--- src/rtl/crypt_pkg.sv ---
// Shared definitions for the crypt_scheduler block: FSM state encoding,
// default frame/ciphertext widths, frame delimiter positions and the
// watchdog timer width helper.
package crypt_pkg;

  typedef enum logic [1:0] {
    ST_IDLE  = 2'd0,
    ST_ISSUE = 2'd1,
    ST_WAIT  = 2'd2,
    ST_RESP  = 2'd3
  } state_e;

  localparam int unsigned FRAME_W_DEF = 32'd10;
  localparam int unsigned DATA_W_DEF  = 32'd8;
  localparam int unsigned START_BIT   = 32'd0;
  localparam int unsigned STOP_BIT    = 32'd9;

  // Bits needed for a counter that must hold values 0..cyc.
  function automatic int unsigned timer_w(input int unsigned cyc);
    return $clog2(cyc + 32'd1);
  endfunction

endpackage

--- src/rtl/rr_arbiter.sv ---
// Combinational round-robin arbiter: grants the first requesting bit found
// searching upward from ptr_i+1 with wrap-around. The pointer register is
// owned by the caller.
module rr_arbiter #(
  parameter int unsigned NUM_REQ = 32'd2,
  parameter int unsigned IDW     = (NUM_REQ > 32'd1) ? $clog2(NUM_REQ) : 32'd1
) (
  input  logic [NUM_REQ-1:0] req_i,
  input  logic [IDW-1:0]     ptr_i,
  output logic [NUM_REQ-1:0] gnt_o,
  output logic [IDW-1:0]     idx_o,
  output logic               any_o
);

  // Rotating priority search starting just above the last winner.
  always_comb begin
    int unsigned cand;
    cand  = 32'd0;
    gnt_o = '0;
    idx_o = '0;
    any_o = 1'b0;
    for (int unsigned off = 32'd1; off <= NUM_REQ; off++) begin
      cand = (32'(ptr_i) + off) % NUM_REQ;
      if (!any_o && req_i[cand[IDW-1:0]]) begin
        any_o                 = 1'b1;
        gnt_o[cand[IDW-1:0]]  = 1'b1;
        idx_o                 = cand[IDW-1:0];
      end else begin
        any_o = any_o;
      end
    end
  end

endmodule

--- src/rtl/crypt_scheduler.sv ---
// Round-robin scheduler sharing one encryptor between NUM_REQ requesters.
// Sequence per job: IDLE (arbitrate) -> ISSUE (start pulse) -> WAIT (done
// edge or watchdog) -> RESP (hold until consumer accepts).
// Optional feature macro: CRYPT_FRAME_CHECK_EN -- when defined, frames with a
// bad start/stop bit are rejected straight to RESP with rsp_frame_err set.
module crypt_scheduler
  import crypt_pkg::*;
#(
  parameter int unsigned NUM_REQ     = 32'd2,
  parameter int unsigned FRAME_W     = FRAME_W_DEF,
  parameter int unsigned DATA_W      = DATA_W_DEF,
  parameter int unsigned TIMEOUT_CYC = 32'd15,
  localparam int unsigned IDW        = (NUM_REQ > 32'd1) ? $clog2(NUM_REQ) : 32'd1
) (
  input  logic                       clk,
  input  logic                       rst_n,
  input  logic [NUM_REQ-1:0]         req_valid,
  input  logic [NUM_REQ*FRAME_W-1:0] req_data,
  output logic [NUM_REQ-1:0]         req_ready,
  output logic                       enc_enable,
  output logic [FRAME_W-1:0]         enc_data,
  input  logic [DATA_W-1:0]          enc_result,
  input  logic                       enc_done,
  output logic                       rsp_valid,
  output logic [DATA_W-1:0]          rsp_data,
  output logic [IDW-1:0]             rsp_id,
  output logic                       rsp_timeout,
  output logic                       rsp_frame_err,
  input  logic                       rsp_ready,
  output logic                       busy
);

  localparam int unsigned TW = timer_w(TIMEOUT_CYC);

  state_e              state_q;
  logic [IDW-1:0]      ptr_q;
  logic [IDW-1:0]      id_q;
  logic [FRAME_W-1:0]  frame_q;
  logic [TW-1:0]       timer_q;
  logic                enc_done_q;
  logic                enc_enable_q;
  logic                rsp_valid_q;
  logic [DATA_W-1:0]   rsp_data_q;
  logic                rsp_timeout_q;
  logic                rsp_frame_err_q;
  logic                busy_q;

  logic [NUM_REQ-1:0]  gnt_s;
  logic [IDW-1:0]      gnt_idx_s;
  logic                gnt_any_s;
  logic [FRAME_W-1:0]  frame_sel_s;
  logic                done_edge_s;

  rr_arbiter #(
    .NUM_REQ (NUM_REQ),
    .IDW     (IDW)
  ) u_arb (
    .req_i (req_valid),
    .ptr_i (ptr_q),
    .gnt_o (gnt_s),
    .idx_o (gnt_idx_s),
    .any_o (gnt_any_s)
  );

  // Select the granted requester's frame.
  always_comb begin
    frame_sel_s = '0;
    for (int i = 0; i < int'(NUM_REQ); i++) begin
      if (gnt_s[i]) begin
        frame_sel_s = req_data[i*FRAME_W +: FRAME_W];
      end else begin
        frame_sel_s = frame_sel_s;
      end
    end
  end

  // Accept strobe only while arbitrating, and never while reset is held.
  always_comb begin
    if ((state_q == ST_IDLE) && rst_n) begin
      req_ready = gnt_s;
    end else begin
      req_ready = '0;
    end
  end

  // Only a fresh rising edge of done counts; stale levels are ignored.
  assign done_edge_s = enc_done & ~enc_done_q;

  // Main job FSM with all response/encryptor outputs registered.
  always_ff @(posedge clk or negedge rst_n) begin
    if (!rst_n) begin
      state_q         <= ST_IDLE;
      ptr_q           <= IDW'(NUM_REQ - 32'd1);
      id_q            <= '0;
      frame_q         <= '0;
      timer_q         <= '0;
      enc_done_q      <= 1'b0;
      enc_enable_q    <= 1'b0;
      rsp_valid_q     <= 1'b0;
      rsp_data_q      <= '0;
      rsp_timeout_q   <= 1'b0;
      rsp_frame_err_q <= 1'b0;
      busy_q          <= 1'b0;
    end else begin
      enc_done_q <= enc_done;
      case (state_q)
        ST_IDLE: begin
          if (gnt_any_s) begin
            frame_q <= frame_sel_s;
            id_q    <= gnt_idx_s;
            ptr_q   <= gnt_idx_s;
            busy_q  <= 1'b1;
`ifdef CRYPT_FRAME_CHECK_EN
            if ((frame_sel_s[START_BIT] != 1'b0) || (frame_sel_s[STOP_BIT] != 1'b1)) begin
              state_q         <= ST_RESP;
              rsp_valid_q     <= 1'b1;
              rsp_data_q      <= '0;
              rsp_timeout_q   <= 1'b0;
              rsp_frame_err_q <= 1'b1;
            end else begin
              state_q      <= ST_ISSUE;
              enc_enable_q <= 1'b1;
            end
`else
            state_q      <= ST_ISSUE;
            enc_enable_q <= 1'b1;
`endif
          end else begin
            state_q <= ST_IDLE;
          end
        end
        ST_ISSUE: begin
          enc_enable_q <= 1'b0;
          timer_q      <= '0;
          state_q      <= ST_WAIT;
        end
        ST_WAIT: begin
          if (done_edge_s) begin
            rsp_data_q      <= enc_result;
            rsp_timeout_q   <= 1'b0;
            rsp_frame_err_q <= 1'b0;
            rsp_valid_q     <= 1'b1;
            state_q         <= ST_RESP;
          end else if (timer_q == TW'(TIMEOUT_CYC - 32'd1)) begin
            rsp_data_q      <= '0;
            rsp_timeout_q   <= 1'b1;
            rsp_frame_err_q <= 1'b0;
            rsp_valid_q     <= 1'b1;
            state_q         <= ST_RESP;
          end else begin
            timer_q <= timer_q + TW'(1);
          end
        end
        ST_RESP: begin
          if (rsp_ready) begin
            rsp_valid_q <= 1'b0;
            busy_q      <= 1'b0;
            state_q     <= ST_IDLE;
          end else begin
            state_q <= ST_RESP;
          end
        end
        default: begin
          enc_enable_q <= 1'b0;
          rsp_valid_q  <= 1'b0;
          busy_q       <= 1'b0;
          state_q      <= ST_IDLE;
        end
      endcase
    end
  end

  assign enc_enable    = enc_enable_q;
  assign enc_data      = frame_q;
  assign rsp_valid     = rsp_valid_q;
  assign rsp_data      = rsp_data_q;
  assign rsp_id        = id_q;
  assign rsp_timeout   = rsp_timeout_q;
  assign rsp_frame_err = rsp_frame_err_q;
  assign busy          = busy_q;

endmodule

--- config.mk ---
export PLATFORM = sky130hd
export DESIGN_NAME = crypt_scheduler
export DESIGN_NICKNAME = d
export VERILOG_FILES = /design/src/rtl/crypt_pkg.sv /design/src/rtl/rr_arbiter.sv /design/src/rtl/crypt_scheduler.sv
export SDC_FILE = /design/constraint.sdc
export NUM_CORES = 1
export LEC_CHECK = 0
export CAP_MARGIN = 20
export CELL_PAD_IN_SITES_DETAIL_PLACEMENT = 1
export CELL_PAD_IN_SITES_GLOBAL_PLACEMENT = 1
export CORE_MARGIN = 2
export CORE_UTILIZATION = 28
export DETAILED_ROUTE_END_ITERATION = 8
export PLACE_DENSITY = 0.83
export SLEW_MARGIN = 20
export SYNTH_ARGS = -nofsm -noshare
export SYNTH_HDL_FRONTEND = slang
export SYNTH_SLANG_ARGS = --single-unit
--- constraint.sdc ---
create_clock -name clk -period 1.3 [get_ports clk]
set_input_delay 0.195 -clock clk [delete_from_list [all_inputs] [get_ports clk]]
set_output_delay 0.195 -clock clk [all_outputs]
set_load 0.01 [all_outputs]
Yosys cells after proc, flatten, opt, wreduce, memory -nomap -nowiden
Index checks and enable logic that the tools add are counted.
{ "totals": {"out_inout_bits": 26, "register_bits": 32, "wordCells": 85} }
{ "classes": {"bitwise": 3, "eq_ne": 9, "n_reduce_logical": 17, "magnitude_cmp": 4, "n_mux": 37, "n_addsub": 3} }
{ "ops": {"columns": ["op", "n"], "rows": [
  ["2-to-1 mux 10 bit", 2],
  ["2-to-1 mux 1 bit", 18],
  ["2-to-1 mux 8 bit", 2],
  ["2-to-1 mux 2 bit", 6],
  ["nonzero test 2 bit", 5],
  ["AND reduction 3 bit", 3],
  ["2-to-1 mux 4 bit", 2],
  ["inequality test 2 bit (second input constant)", 4],
  ["one-hot mux 2 bit (4 select lines)", 1],
  ["one-hot mux 4 bit (2 select lines)", 1],
  ["one-hot mux 1 bit (2 select lines)", 3],
  ["AND reduction 2 bit", 3],
  ["adder 4 x 1 -> 4 bit (second input constant)", 1],
  ["equality test 2 bit (second input constant)", 2],
  ["equality test 4 bit (second input constant)", 1],
  ["logical AND 1 bit", 4],
  ["less-than comparator 1 x 2 -> 1 bit (second input constant)", 2],
  ["inequality test 3 bit (second input constant)", 1],
  ["adder 1 bit (second input constant)", 2],
  ["demux 1 bit (select 1 bit)", 2],
  ["equality test 2 x 1 -> 1 bit (second input constant)", 1],
  ["greater-or-equal comparator 1 bit (second input constant)", 2],
  ["logical NOT 2 bit", 1],
  ["bitwise OR 2 bit", 1],
  ["other kinds (3)", 3]
]} }

Longest topological paths before layout
Gate-level depths: netlist (run 1).
{ "logic_depth": {"ltp_word": 10, "depth_mapped": 6, "mapped_depth_nobuf": 5} }

Hierarchy
A second synthesis (run 1) with hierarchy kept.
{ "hier_totals": {"hier_cells": 142, "hier_area_um2": 1467.7} }
{ "modules_own_cells": {"columns": ["module", "cells_each", "area_each_um2", "instances", "seq_area_each_um2"], "rows": [
  ["crypt_scheduler", 137, 1435.1, 1, 777.0],
  ["rr_arbiter", 5, 32.5, 1, 0.0]
]} }

Least setup slack after synthesis (run 1)
Ideal clock, no wire load.
{ "synth_path": {"path_kind": "register to output", "from": "register state_q[0]", "to": "output req_ready[1]", "path_stages_with_launch": 6, "required_time_ns": 1.105, "arrival_time_ns": 1.168, "path_slack_ns": -0.063, "path_cell_list": "dfrtp_1 buf_6 nor2_4 and3_1 buf_2 and2_1"} }
{ "synth_between": {"elab_chain_cells": 3} }
{ "synth_rtl": {"columns": ["item", "line", "rtl"], "rows": [
  ["from (decl)", "crypt_scheduler.sv:35", "state_e state_q;"],
  ["from (signal assigned)", "crypt_scheduler.sv:92", "state_q <= ST_IDLE;"],
  ["from (signal assigned)", "crypt_scheduler.sv:125", "state_q <= ST_ISSUE;"],
  ["from (signal assigned)", "crypt_scheduler.sv:129", "state_q <= ST_IDLE;"],
  ["logical NOT 2 bit", "crypt_scheduler.sv:79", "if ((state_q == ST_IDLE) && rst_n) begin"],
  ["logical AND 1 bit", "crypt_scheduler.sv:79", null],
  ["2-to-1 mux 2 bit", "crypt_scheduler.sv:79", null],
  ["to (decl)", "crypt_scheduler.sv:19", "output logic [NUM_REQ-1:0] req_ready,"]
]} }
No other way between the ends.

Worst setup path after layout (run 1)
{ "layout_path": {"from": "register ptr_q", "to": "output req_ready[0]"} }
{ "layout_between": {"elab_chain_cells": 9, "elab_cells_between_ends": 23, "classes_between": "add/sub: 2; order compare: 4; mux: 12; bitwise: 1; reduce/logical: 4"} }
{ "layout_rtl": {"columns": ["item", "line", "rtl"], "rows": [
  ["from (decl)", "crypt_scheduler.sv:36", "logic [IDW-1:0] ptr_q;"],
  ["from (signal assigned)", "crypt_scheduler.sv:93", "ptr_q <= IDW'(NUM_REQ - 32'd1);"],
  ["from (signal assigned)", "crypt_scheduler.sv:111", "ptr_q <= gnt_idx_s;"],
  ["adder 1 bit", "rr_arbiter.sv:23", "cand = (32'(ptr_i) + off) % NUM_REQ;"],
  ["less-than comparator 1 x 2 -> 1 bit (implied by the code) / greater-or-equal comparator 1 bit (equally long branches)", "rr_arbiter.sv:26", "gnt_o[cand[IDW-1:0]] = 1'b1;"],
  ["logical AND 1 bit (implied by the code)", "rr_arbiter.sv:26", null],
  ["2-to-1 mux 1 bit (implied by the code)", "rr_arbiter.sv:26", null],
  ["demux 1 bit (select 1 bit)", null, null],
  ["2-to-1 mux 2 bit", "rr_arbiter.sv:24", "if (!any_o && req_i[cand[IDW-1:0]]) begin"],
  ["bitwise OR 2 bit (no line)", null, null],
  ["2-to-1 mux 2 bit (*)", "rr_arbiter.sv:24", null],
  ["2-to-1 mux 2 bit (*)", "crypt_scheduler.sv:79", null]
]} }
Mark *: on every way between the ends. The rest lies on a longest branch, timed or not. The select of a mux whose other input is x is not followed.

==> qor.csv, run 1 <==
metric,value,unit
Final Wtd Congestion,0.806,
Die Area,5610,um2
Post-route DRC,0,
status,"finished, violations left",
max-slew violations,0,
Inserted Clock Buffers,5,
max incr delay on CP,550,ps
worst-path fanout max,3,
mapped cell area,1410,um2
Top Family by Delay on Critical Path,flip-flops,
Layout Cells excl Fill,266,
clk sink count,31,
post-route setup slack,-268,ps
share of cells above drive strength 1,0.251,
Peak VDD IR,851,uV
dpl ws,-435,ps
Hold WC Path Type,in2async,
"Net Count, Synth",156,
worst path bufs/invs,1,
Max clock buf depth,2,
ant diodes,0,
router iterations before antenna repair,4,
most frequent cells in the layout,"33 x clkdlybuf4s50_1, 28 x dfrtp_1, 23 x dlygate4sd2_1",
DRT Wirelength,4410,um
ys flop type,dfrtp_1,
die span in y,74.9,um
first-pass GRT wire length,6970,um
Die Wd,74.9,um
"commonest non-fill, non-tap cell in the layout",clkdlybuf4s50_1,
Avg Synthesized Cell Area,11.7,um2
Placement Rows,25,
Synth async-reset ratio,1.00,
worst-case reg-to-reg path depth,5,
area grow syn2layout,69.5,%
post-route ant nets,0,
clk_lat worst skew,280,ps
launching point of the worst reg2reg path,ptr_q,
vias in the first global route,1461,
Final min period,1570,ps
DR vias,1300,
"EDFF count, synth",0,
Leak Pwr,1.10,nW
WL/cell,16.6,um
failing checks,setup timing,
register bit count reported by yosys,31,
I/O pin count,60,
Final Util,0.498,
RSZ-0062 raised after global routing,yes,
Hold Buf Count CTS,0,
final setup fails,18,
core area,4790,um2
I/O Buffers,58,
final clock skew,3.03,ps
nets@finish,234,
Worst path slowest cell,dfstp_2,
CP startpoint,ptr_q,
sequential element share of the synthesized area,0.552,
"Distinct cells, synth",31,
initial antenna violation count,0,
"Hold Vio Cnt, Final",0,
Post-Synthesis Cells,120,
Synth Warn #,0,
root buf cell,clkbuf_8,
endpoint class of the critical path,primary output,
Vias per Instance,4.89,
setup tns final,-1600,ps
r2r endpoint,enc_data[7],
crit start category,flip-flop,
Final period util,1.21,
drt first-iter violations,44,
initial core utilization,0.294,
DPL Wire Length,2920,um
placed cells,249,
kind of critical path,reg2out,
Arrival @ worst endpoint,1370,ps
total power,4.84,mW
max-cap viol count,0,
critical path required time,1110,ps
CTS tree,done,
"Reg clk slew, reported paths",70,ps
All-Layer GR Usage,0.170,
largest net degree at the start of global routing,32,
Cell Pwr Density,2030,nW/um2
crit-path cells,nand2b_1 > and3_4 > and2_1 > buf_2,
Max Fclk,638,MHz
H-tree lvl count,2,
reg2reg setup slack,-150,ps
GRT overflow,0,
-- per-stage QoR --
stage | hold slack (ps) | instance area (um2)
global route | 408 | 2380
floorplan | -101 | 1430
detailed placement | 470 | 2120
CTS | 388 | 2300
global placement | 466 | 2120
finish | 361 | 2380
-- registers in the layout, summed over array words and instances (netlist names) --
signal	cells
enc_data	10
rsp_data	8
timer_q	4
state_q	2
busy	1
enc_done_q	1
enc_enable	1
ptr_q	1
rsp_id	1
rsp_timeout	1
rsp_valid	1
-- area by class of cell --
class	instances	area, um2
Fill cell	529	2400
Sequential cell	31	779
Inverter	4	15.0
Clock buffer	7	76.3
Tap cell	67	83.8
Timing Repair Buffer	78	747
Clock inverter	1	5.00
Multi-Input combinational cell	78	677
-- worst reg2reg max path, stage by stage (launching register included) --
cell	delay, ps
dfstp_2	550
nand2_1	60
and3_4	190
buf_6	110
clkbuf_16	140
a221o_1	290
-- layer usage --
| layer | vias up | wire, um | track usage |
|---|---|---|---|
| li1 | 605 | - | - |
| met1 | 631 | 1740 | 0.185 |
| met2 | 55 | 2150 | 0.281 |
| met3 | 9 | 438 | 0.0843 |
| met4 | 0 | 85 | 0.0714 |
| met5 | - | 0 | 0 |
-- report_power, final --
group          internal, mW  switching (mW)
Combinational          1.31            1.11
Sequential             1.41           0.269
Clock                 0.375           0.359
-- cell usage after synthesis, types with 2 or more instances --
cell type	n	share of area
buf_2	5	0.018
a31oi_1	2	0.0089
nor2_1	4	0.011
ha_1	2	0.018
a22o_1	9	0.056
dfrtp_1	30	0.53
a21o_1	3	0.016
o21ai_0	3	0.011
and2_1	3	0.013
a21boi_0	10	0.053
a21oi_1	2	0.0071
and3_1	4	0.018
inv_1	4	0.011
buf_6	2	0.016
nand2b_1	3	0.013
nor3b_1	2	0.011
a221o_1	12	0.085
nand2_1	7	0.019
-- worst max path at each step --
stage,endpoint,cells past startpoint
floorplan,rsp_data[0],6
global placement,req_ready[1],5
detailed placement,req_ready[0],5
CTS,req_ready[0],4
global route,req_ready[0],4
finish,req_ready[0],4
-- cells by family (layout without fill, tap and decap cells) --
logic type,after synthesis,in the layout,synth area share
AO/OA/AOI/OAI,44,45,0.257
flip-flops,31,31,0.552
AND/OR/NAND/NOR,29,30,0.117
buffers and inverters,13,90,0.0525
adder cells (fa/ha/maj),2,2,0.0178
other,1,1,0.00267
-- what timing repair did --
item,4_1_cts,5_1_grt
pin swaps,10,6
cloned,2,1
gates resized for setup,50,13
buffers inserted,5,4
setup endpoints to repair,48,28
Note: power is estimated with default switching activity, not from simulation.
==> inputs of run 2 (changes only) <==
--- a/config.mk
+++ b/config.mk
@@ -9,9 +9,9 @@
 export CELL_PAD_IN_SITES_DETAIL_PLACEMENT = 1
 export CELL_PAD_IN_SITES_GLOBAL_PLACEMENT = 1
 export CORE_MARGIN = 2
-export CORE_UTILIZATION = 28
+export CORE_UTILIZATION = 34
 export DETAILED_ROUTE_END_ITERATION = 8
-export PLACE_DENSITY = 0.83
+export PLACE_DENSITY = 0.93
 export SLEW_MARGIN = 20
 export SYNTH_ARGS = -nofsm -noshare
 export SYNTH_HDL_FRONTEND = slang
==> constraint.sdc (replaced) <==
create_clock -name clk -period 1.9 [get_ports clk]
set_input_delay 0.19 -clock clk [delete_from_list [all_inputs] [get_ports clk]]
set_output_delay 0.19 -clock clk [all_outputs]
set_load 0.01 [all_outputs]
==> run 2 against run 1 <==
Net effect:
- the flow now finishes without violations
- cell area decreased by 9.6%
- worst setup slack gained 480 ps
- clock-buffer cell count shrank 1
- largest power group unchanged
- register-to-register slack better by 510 ps
- sequential power shrank 30%
- final cell count is 12% lower
- power is 31% lower
==> qor.csv, run 2 (synthesis gave the netlist of run 1 again) <==
metric,value,unit,change
status,"finished, final reports clean",,
"Hold Vio Cnt, Final",0,,unchanged
worst-case reg-to-reg path depth,5,,unchanged
Comb power frac,0.445,,-0.055
core area,4000,um2,-16%
max-cap viol count,0,,unchanged
crit start category,flip-flop,,
Hold Buf Count CTS,0,,unchanged
share of cells above drive strength 1,0.104,,-0.147
initial core utilization,0.352,,+0.0577
GRT overflow,0,,unchanged
Max Fclk,594,MHz,
sequential group share of total power,0.350,,+0.002
Max clock buf depth,2,,unchanged
All-Layer GR Usage,0.203,,+0.0330
root buf cell,clkbuf_8,,
Final min period,1680,ps,
max-slew violations,0,,unchanged
"Setup Fix Bufs, Post-CTS",0,,-5
Placement Rows,23,,-8.0%
final clock skew,4.50,ps,+1.47 ps
worst-path fanout max,3,,unchanged
Vias per Instance,5.34,,+9.2%
Final period util,0.886,,
Die Wd,68.3,um,-8.8%
nets@finish,218,,-6.8%
RSZ-0062 raised after global routing,no,,
area grow syn2layout,53.2,%,
Cell Pwr Density,1550,nW/um2,-24%
die span in y,68.3,um,-8.8%
ant diodes,0,,unchanged
post-route ant nets,0,,unchanged
setup tns final,0,ps,+1600 ps
Peak VDD IR,641,uV,-25%
most frequent cells in the layout,"56 x clkdlybuf4s50_1, 30 x dfrtp_1, 12 x a221o_1",,
kind of critical path,reg2out,,
WL/cell,17.8,um,+7.1%
router iterations before antenna repair,4,,unchanged
DR vias,1244,,-4.3%
DRT Wirelength,4140,um,-6.2%
"Reg clk slew, reported paths",70,ps,about the same
clk sink count,31,,unchanged
final setup fails,0,,-18
drt first-iter violations,50,,+14%
H-tree lvl count,2,,unchanged
"Non-Filler Cell Area, Final",2150,um2,-9.6%
endpoint class of the critical path,primary output,,
critical path required time,1710,ps,+600 ps
largest net degree at the start of global routing,32,,unchanged
number of flip-flops in the largest register,10,,unchanged
vias in the first global route,1340,,-8.3%
initial antenna violation count,0,,unchanged
Post-route DRC,0,,unchanged
Int Pwr,2.22,mW,-28%
Hold WC Path Type,in2async,,
Area after DPL,2040,um2,-4.2%
Psw,1.11,mW,-36%
I/O Buffers,58,,unchanged
Clk pwr share,0.205,,+0.053
Inserted Clock Buffers,5,,unchanged
clk_lat worst skew,280,ps,about the same
first-pass GRT wire length,6700,um,-3.9%
Leak Pwr,0.977,nW,-11%
Arrival @ worst endpoint,1490,ps,+120 ps
CTS tree,done,,
"commonest non-fill, non-tap cell in the layout",clkdlybuf4s50_1,,
switching share of total power,0.332,,-0.0262
reg2reg setup slack,360,ps,+510 ps
Final Wtd Congestion,0.725,,-10%
Die Area,4670,um2,-17%
I/O pin count,60,,unchanged
DPL Wire Length,3090,um,+5.9%
-- run 2: final timing paths --
kind                       startpoint      endpoint
min                             rst_n          busy
min in group clk             enc_done    enc_done_q
min reg2reg                    rsp_id        rsp_id
max                             ptr_q  req_ready[0]
max reg2reg                timer_q[0]   rsp_data[6]
max in group asynchronous       rst_n         ptr_q
-- run 2: what timing repair did --
action / CTS / global route
pin swaps: 0 / 0
endpoints found under the setup margin: 1 / 1
resized for setup: 1 / 1
-- run 2: routing by layer --
metal	part of all wire	track usage	vias to the layer above
met2	0.52	0.341	59
met1	0.38	0.221	610
met5	0	0	-
met4	0.017	0.0875	0
met3	0.080	0.0905	7
li1	-	-	568
-- run 2: through the flow --
stage          power [mW]  instances  hold slack, ps  utilization  setup slack (ps)
6_report             3.33        233             380        0.539               216
5_1_grt              3.54        233             405        0.539               152
4_1_cts              3.36        233             383        0.538              11.9
3_5_place_dp         2.66        225             469        0.509               145
3_3_place_gp         2.55        225             465        0.509               185
2_1_floorplan        1.88        120            -106            -               542
-- run 2: critical path, cell delays in order (launching register included) --
cell and delay, ps:
dfstp_2 540, nand2b_1 100, and3_4 180, and2_1 120, dlygate4sd2_1 270
-- run 2: area by class of cell --
cell class	count	area (um2)
Clock buffer	6	82.6
Clock inverter	2	35.0
Fill cell	426	1850
Inverter	4	15.0
Multi-Input combinational cell	76	556
Sequential cell	31	777
Tap cell	50	62.6
Timing Repair Buffer	64	627
-- run 2: power groups by stage --
stage	sequential (mW)	combinational (mW)	clock, mW
2_1_floorplan	1.24	0.641	0
3_3_place_gp	1.14	1.41	0
3_5_place_dp	1.17	1.48	0
4_1_cts	1.17	1.51	0.691
5_1_grt	1.20	1.62	0.723
6_report	1.17	1.48	0.683
